$ cat src/rtl/exp_pipe_arb.sv
// rtl/exp_pipe_arb.sv - N-requester arbiter and tag tracker in front of a shared fixed-latency exp pipeline
// Optional feature macro: EXP_ARB_ROUND_ROBIN_EN (round-robin arbitration; fixed priority when undefined)
module exp_pipe_arb #(
  parameter int N_REQ    = 4,
  parameter int WIDTHIN  = 16,
  parameter int WIDTHOUT = 32,
  parameter int LATENCY  = 6
) (
  input  logic                     clk,
  input  logic                     reset,
  input  logic                     cfg_en,
  input  logic [N_REQ-1:0]         req_valid,
  input  logic [N_REQ*WIDTHIN-1:0] req_x,
  output logic [N_REQ-1:0]         req_ready,
  output logic [N_REQ-1:0]         rsp_valid,
  output logic [WIDTHOUT-1:0]      rsp_y,
  input  logic [N_REQ-1:0]         rsp_ready,
  output logic                     pipe_i_valid,
  output logic [WIDTHIN-1:0]       pipe_i_x,
  output logic                     pipe_i_ready,
  input  logic [WIDTHOUT-1:0]      pipe_o_y,
  output logic                     busy,
  output logic                     idle
);

  localparam int ID_W = (N_REQ > 1) ? $clog2(N_REQ) : 1;

  typedef enum logic [1:0] {
    IDLE  = 2'd0,
    RUN   = 2'd1,
    DRAIN = 2'd2
  } state_t;

  state_t            state;
  logic [LATENCY-1:0] tag_v;
  logic [ID_W-1:0]   tag_id [LATENCY];
  logic              grant_any;
  logic [ID_W-1:0]   grant_id;
  logic              head_ready;
  logic              xfer;

  // Head-of-pipe decode: which requester owns the result now leaving, and whether it can take it
  always_comb begin
    head_ready = 1'b0;
    rsp_valid  = '0;
    for (int k = 0; k < N_REQ; k++) begin
      if (tag_id[LATENCY-1] == ID_W'(k)) begin
        rsp_valid[k] = tag_v[LATENCY-1];
        head_ready   = rsp_ready[k];
      end
    end
  end

  // The whole pipeline moves only when the head slot is empty or its owner accepts it
  assign pipe_i_ready = !tag_v[LATENCY-1] | head_ready;
  assign rsp_y        = pipe_o_y;
  assign busy         = |tag_v;
  assign idle         = (state == IDLE);

`ifdef EXP_ARB_ROUND_ROBIN_EN
  // rr_ptr holds the index with highest priority next, i.e. one above the last granted requester
  logic [ID_W-1:0] rr_ptr;

  // Round-robin search starting at rr_ptr and wrapping past N_REQ-1
  always_comb begin
    grant_any = 1'b0;
    grant_id  = '0;
    for (int off = 0; off < N_REQ; off++) begin
      if (!grant_any && req_valid[(int'(rr_ptr) + off) % N_REQ]) begin
        grant_any = 1'b1;
        grant_id  = ID_W'((int'(rr_ptr) + off) % N_REQ);
      end
    end
  end

  // Pointer moves past the winner only when an operand actually enters the pipeline
  always_ff @(posedge clk or posedge reset) begin
    if (reset) begin
      rr_ptr <= '0;
    end else if (xfer) begin
      rr_ptr <= (grant_id == ID_W'(N_REQ - 1)) ? '0 : grant_id + 1'b1;
    end
  end
`else
  // Fixed priority: lowest asserted index wins
  always_comb begin
    grant_any = 1'b0;
    grant_id  = '0;
    for (int k = N_REQ - 1; k >= 0; k--) begin
      if (req_valid[k]) begin
        grant_any = 1'b1;
        grant_id  = ID_W'(k);
      end
    end
  end
`endif

  assign pipe_i_valid = (state == RUN) && grant_any;
  assign xfer         = pipe_i_valid && pipe_i_ready;

  // Operand mux and one-hot accept toward the granted requester
  always_comb begin
    pipe_i_x  = '0;
    req_ready = '0;
    for (int k = 0; k < N_REQ; k++) begin
      if (pipe_i_valid && (grant_id == ID_W'(k))) begin
        pipe_i_x     = req_x[k*WIDTHIN +: WIDTHIN];
        req_ready[k] = pipe_i_ready;
      end
    end
  end

  // Tag shift register tracks owner of each pipeline slot; advances in lockstep with the pipeline
  always_ff @(posedge clk or posedge reset) begin
    if (reset) begin
      tag_v <= '0;
      for (int i = 0; i < LATENCY; i++) tag_id[i] <= '0;
    end else if (pipe_i_ready) begin
      for (int i = LATENCY - 1; i > 0; i--) begin
        tag_v[i]  <= tag_v[i-1];
        tag_id[i] <= tag_id[i-1];
      end
      tag_v[0]  <= xfer;
      tag_id[0] <= xfer ? grant_id : '0;
    end
  end

  // Control FSM: RUN accepts, DRAIN waits for in-flight results before going IDLE
  always_ff @(posedge clk or posedge reset) begin
    if (reset) begin
      state <= IDLE;
    end else begin
      case (state)
        IDLE:    if (cfg_en) state <= RUN;
        RUN:     if (!cfg_en) state <= DRAIN;
        DRAIN:   if (cfg_en) state <= RUN;
                 else if (!(|tag_v)) state <= IDLE;
        default: state <= IDLE;
      endcase
    end
  end

endmodule

$ cat config.mk
export PLATFORM = sky130hd
export DESIGN_NAME = exp_pipe_arb
export DESIGN_NICKNAME = d
export VERILOG_FILES = /design/src/rtl/exp_pipe_arb.sv
export SDC_FILE = /design/constraint.sdc
export NUM_CORES = 1
export LEC_CHECK = 0
export ABC_AREA = 1
export ABC_CLOCK_PERIOD_IN_PS = 2600
export BUFFER_PORTS_ARGS = -buffer_cell sky130_fd_sc_hd__buf_2
export CAP_MARGIN = 20
export CORE_ASPECT_RATIO = 1.2
export CORE_MARGIN = 2
export CORE_UTILIZATION = 41
export CTS_BUF_LIST = sky130_fd_sc_hd__clkbuf_8
export DETAILED_ROUTE_END_ITERATION = 6
export HOLD_SLACK_MARGIN = 0.06
export PLACE_DENSITY_LB_ADDON = 0.25
export SETUP_SLACK_MARGIN = 0.2
export SLEW_MARGIN = 5
export SYNTH_ARGS = -nofsm -noshare
export SYNTH_HDL_FRONTEND = slang
export SYNTH_SLANG_ARGS = --single-unit
$ cat constraint.sdc
create_clock -name clk -period 2.6 [get_ports clk]
set_input_delay 0.39 -clock clk [delete_from_list [all_inputs] [get_ports clk]]
set_output_delay 0.39 -clock clk [all_outputs]
set_load 0.01 [all_outputs]
==> impl.org <==
** Status
- Status :: finished, final reports clean

** Cells and area
- 0 antenna diodes ended up in the layout.
- Of the cells placed in the final design, the portion with a size suffix greater than 1 is 0.367.
- In the final design database the tool counted 432 nets.
- Area added between synthesis and finish :: 18.7%
- Final standard cell area without fillers :: 0.00207 mm^2

** Clocking
- At the later pin of the worst-skew pair, clock insertion delay measures 260 ps.
- In this run the clock root is driven by a clkbuf_8.
- Buffers from clock root to sink, at most :: 2
- Clock-pin slew was measured on the worst setup and hold paths at 70 ps.
- Clock Sink Count :: 20
- Total CTS buffers :: 3
- Number of resized instances in the post-cts repair step :: 0
- For this design, the CTS-stage hold fixing added 0 buffers.
- In this run the number of H-tree levels came out at 1.
- Count of buffers added by post-CTS timing repair for setup :: 0
- TritonCTS built the clock tree.

** Synth
- Post-synthesis cell type count :: 19
- Yosys top cell by area :: dfrtp_1
- Sequential share of the synthesized area :: 0.286
- Synthesized cell area :: 0.00175 mm^2
- Most frequently used flop master after synthesis :: dfrtp_1
- Of all flip-flops after synthesis, the portion carrying an async set or reset was 1.00.
- Post-Synthesis Net Count :: 367
- Count of warnings emitted by yosys :: 0
- Number of storage elements in the synthesis netlist :: 20
- Each instance of the synthesized netlist takes up on average 6.72 um^2.
- Synth top area cells :: dfrtp_1 (29%), nand2_1 (18%), buf_4 (16%)
- Cells after synthesis :: 260
- Count of flip-flops with a built-in enable after synthesis :: 0
- By instance count, the leading cell after synthesis is nand2_1.
- The commonest cells after synthesis are nand2_1 (83), nand3_1 (50), buf_4 (37).
- Of the post-synthesis cell area, the dominant cell type holds 0.286.

** STA
- In the finished design, the share of the clock period the worst path needs comes to 0.833.
- RSZ-0062 raised after global routing :: no
- Max Clock Freq :: 462 MHz
- The max-slew violation count came to 0.
- Once routing completed, OpenROAD measured the worst setup slack at 435 ps.
- The number of hold-slack violations in the final timing report came to 0.
- Setup violations remaining at the end of the flow were counted as 0.
- Remaining max-slew budget at the tightest pin :: 0.512
- The clock arrives with 3.35 ps of skew.
- The routed design could run at a clock period as short as 2170 ps.
- For the final routed database, the setup TNS stands at 0 ps.
- Slew at the pin with the worst max-slew slack :: 731 ps

** Flow run
- Max-cap violations in this run came to 0.

** Worst setup path
- Peak fanout along the critical path :: 19
- Largest stage delay on the critical path :: 410 ps
- Walking the worst path, the cells encountered are inv_1 -> nand2_2 -> nor2_4 -> buf_12 -> nand3_1 -> nand4_1 -> buf_2.
- For the worst flop-to-flop path, the logic depth is 7.
- STA classifies the critical path startpoint as a flip-flop.
- Register-to-register path setup slack :: 1140 ps
- At the worst endpoint, the arrival time is 1780 ps.
- CP Capture Type :: output pin
- Counting both buffers and inverters, the worst setup path holds a total of 3.
- Worst reg2reg startpoint :: tag_id[1]$_DFFE_PP0N_
- The worst register-to-register path ends at tag_id[0]$_DFFE_PP0N_.
- Class of the most critical setup path :: reg -> out
- For the worst setup path, the data required time is 2210 ps.
- For this design, the slowest cell found on the critical path is dfrtp_1.
- The cell family contributing the most delay on the critical path is simple AND/OR/NAND/NOR gates.

** Drt
- Detailed routing inserted a total of 1880 vias.
- For this run, design rule violations remaining after detail routing come to 0.
- The count of nets left with antenna violations once routing finished came out at 0.
- Via-to-Cell Ratio :: 4.95
- Wire length after detailed routing :: 5110 um
- For this block, the initial DRC count from the detailed router was 115.
- Routed WL per cell :: 13.5 um
- Drt first pass iters :: 4

** Placement
- During placement, the flow inserted port buffers numbering 102.
- Last weighted congestion value of the routability-driven placer :: 0.820
- Placement-stage worst setup slack :: 581 ps
- Total placed instance area :: 0.00202 mm^2
- Detailed placement ended at an HPWL of 3970 um.

** Global routing
- Across every metal layer, demand over resource in global routing totals 0.204.
- Wire length of the first global-routing pass :: 7680 um
- Total global routing overflow :: 0
- The initial antenna violation count came to 0.
- Largest net degree at the start of global routing :: 22
- Number of global-route vias before repair :: 1632

** Floorplanning
- The die covers 0.00480 mm^2.
- Horiz. Die Dim :: 63.6 um
- After floorplanning, the core was divided into 26 placement rows.
- For this configuration, the core starts out at a cell density of 0.420.
- Boundary pin count :: 167
- DIE HEIGHT :: 75.5 um
- Standard cell core area :: 0.00416 mm^2

** Min path
- The path class of the tightest hold or removal check is in -> async.

** Power and ir drop
- Worst VDD drop :: 0.000440 V
- In this run the static leakage power is 1.17 nW.
- Power density over the cells :: 628 mW/mm^2
[layout by cell type, fill, tap and decap left out]
cell type and count:
nor3_1 3, dfrtp_1 20, nand3_1 50, nand3_4 1, clkbuf_8 4, inv_2 1, nor2_2 2, inv_1 15
buf_12 1, buf_4 1, nand2_2 3, nor2_1 13, buf_2 102, clkinv_1 1, nand4_1 18, nor2_4 3
nand2_1 83, nor3_4 1, a21oi_1 2
[metrics by stage]
stage	instances	utilization	power (mW)	hold slack (ps)
floorplan	260	-	0.973	354
global placement	376	0.485	1.07	449
detailed placement	376	0.485	1.08	456
CTS	380	0.498	1.32	269
global route	380	0.498	1.43	312
finish	380	0.498	1.30	241
[worst max-delay path by stage]
stage / startpoint / to / slack, ps / depth (start not counted)
detailed placement: req_valid[0] / req_ready[3] / 580 / 8
global route: tag_id[1]$_DFFE_PP0N_ / req_ready[2] / 230 / 7
global placement: req_valid[2] / pipe_i_x[9] / 610 / 8
finish: state[1]$_DFFE_PP0P_ / pipe_i_x[10] / 430 / 7
CTS: state[1]$_DFFE_PP0P_ / pipe_i_x[15] / 410 / 6
floorplan: req_valid[2] / req_ready[0] / 1020 / 7
[flip-flops by register name, summed over array words and instances, names as in the netlist]
signal / flops
tag_id: 12
state: 2
tag_v: 6
[metal layers]
metal	wire, um	GRT usage	share of wire	vias to the layer above
li1	-	-	-	943
met1	2060	0.245	0.40	829
met2	2480	0.349	0.48	103
met3	507	0.0650	0.099	5
met4	61	0.0725	0.012	0
met5	0	0	0	-
[cells by family after synthesis]
logic type / share of synthesized area
AOI/OAI and AO/OA: 0.00573
buffers and inverters: 0.229
and+or+nand+nor: 0.479
DFF: 0.286
[where the power goes]
part / total (mW) / leakage, nW / internal (mW) / switching [mW]
sequential: 0.496 / 0.265 / 0.415 / 0.0806
combinational: 0.573 / 0.872 / 0.211 / 0.362
clock: 0.234 / 0.0288 / 0.135 / 0.0989
[cell type report]
class | count | area, um^2
fillers | 454 | 2090
multi-input cells | 179 | 847
repair buffers | 104 | 538
flip-flops and latches | 20 | 500
well taps | 56 | 70.1
inverters | 17 | 63.8
clock buffers | 4 | 55.1
No activity file was read; power rests on OpenSTA's default activity.
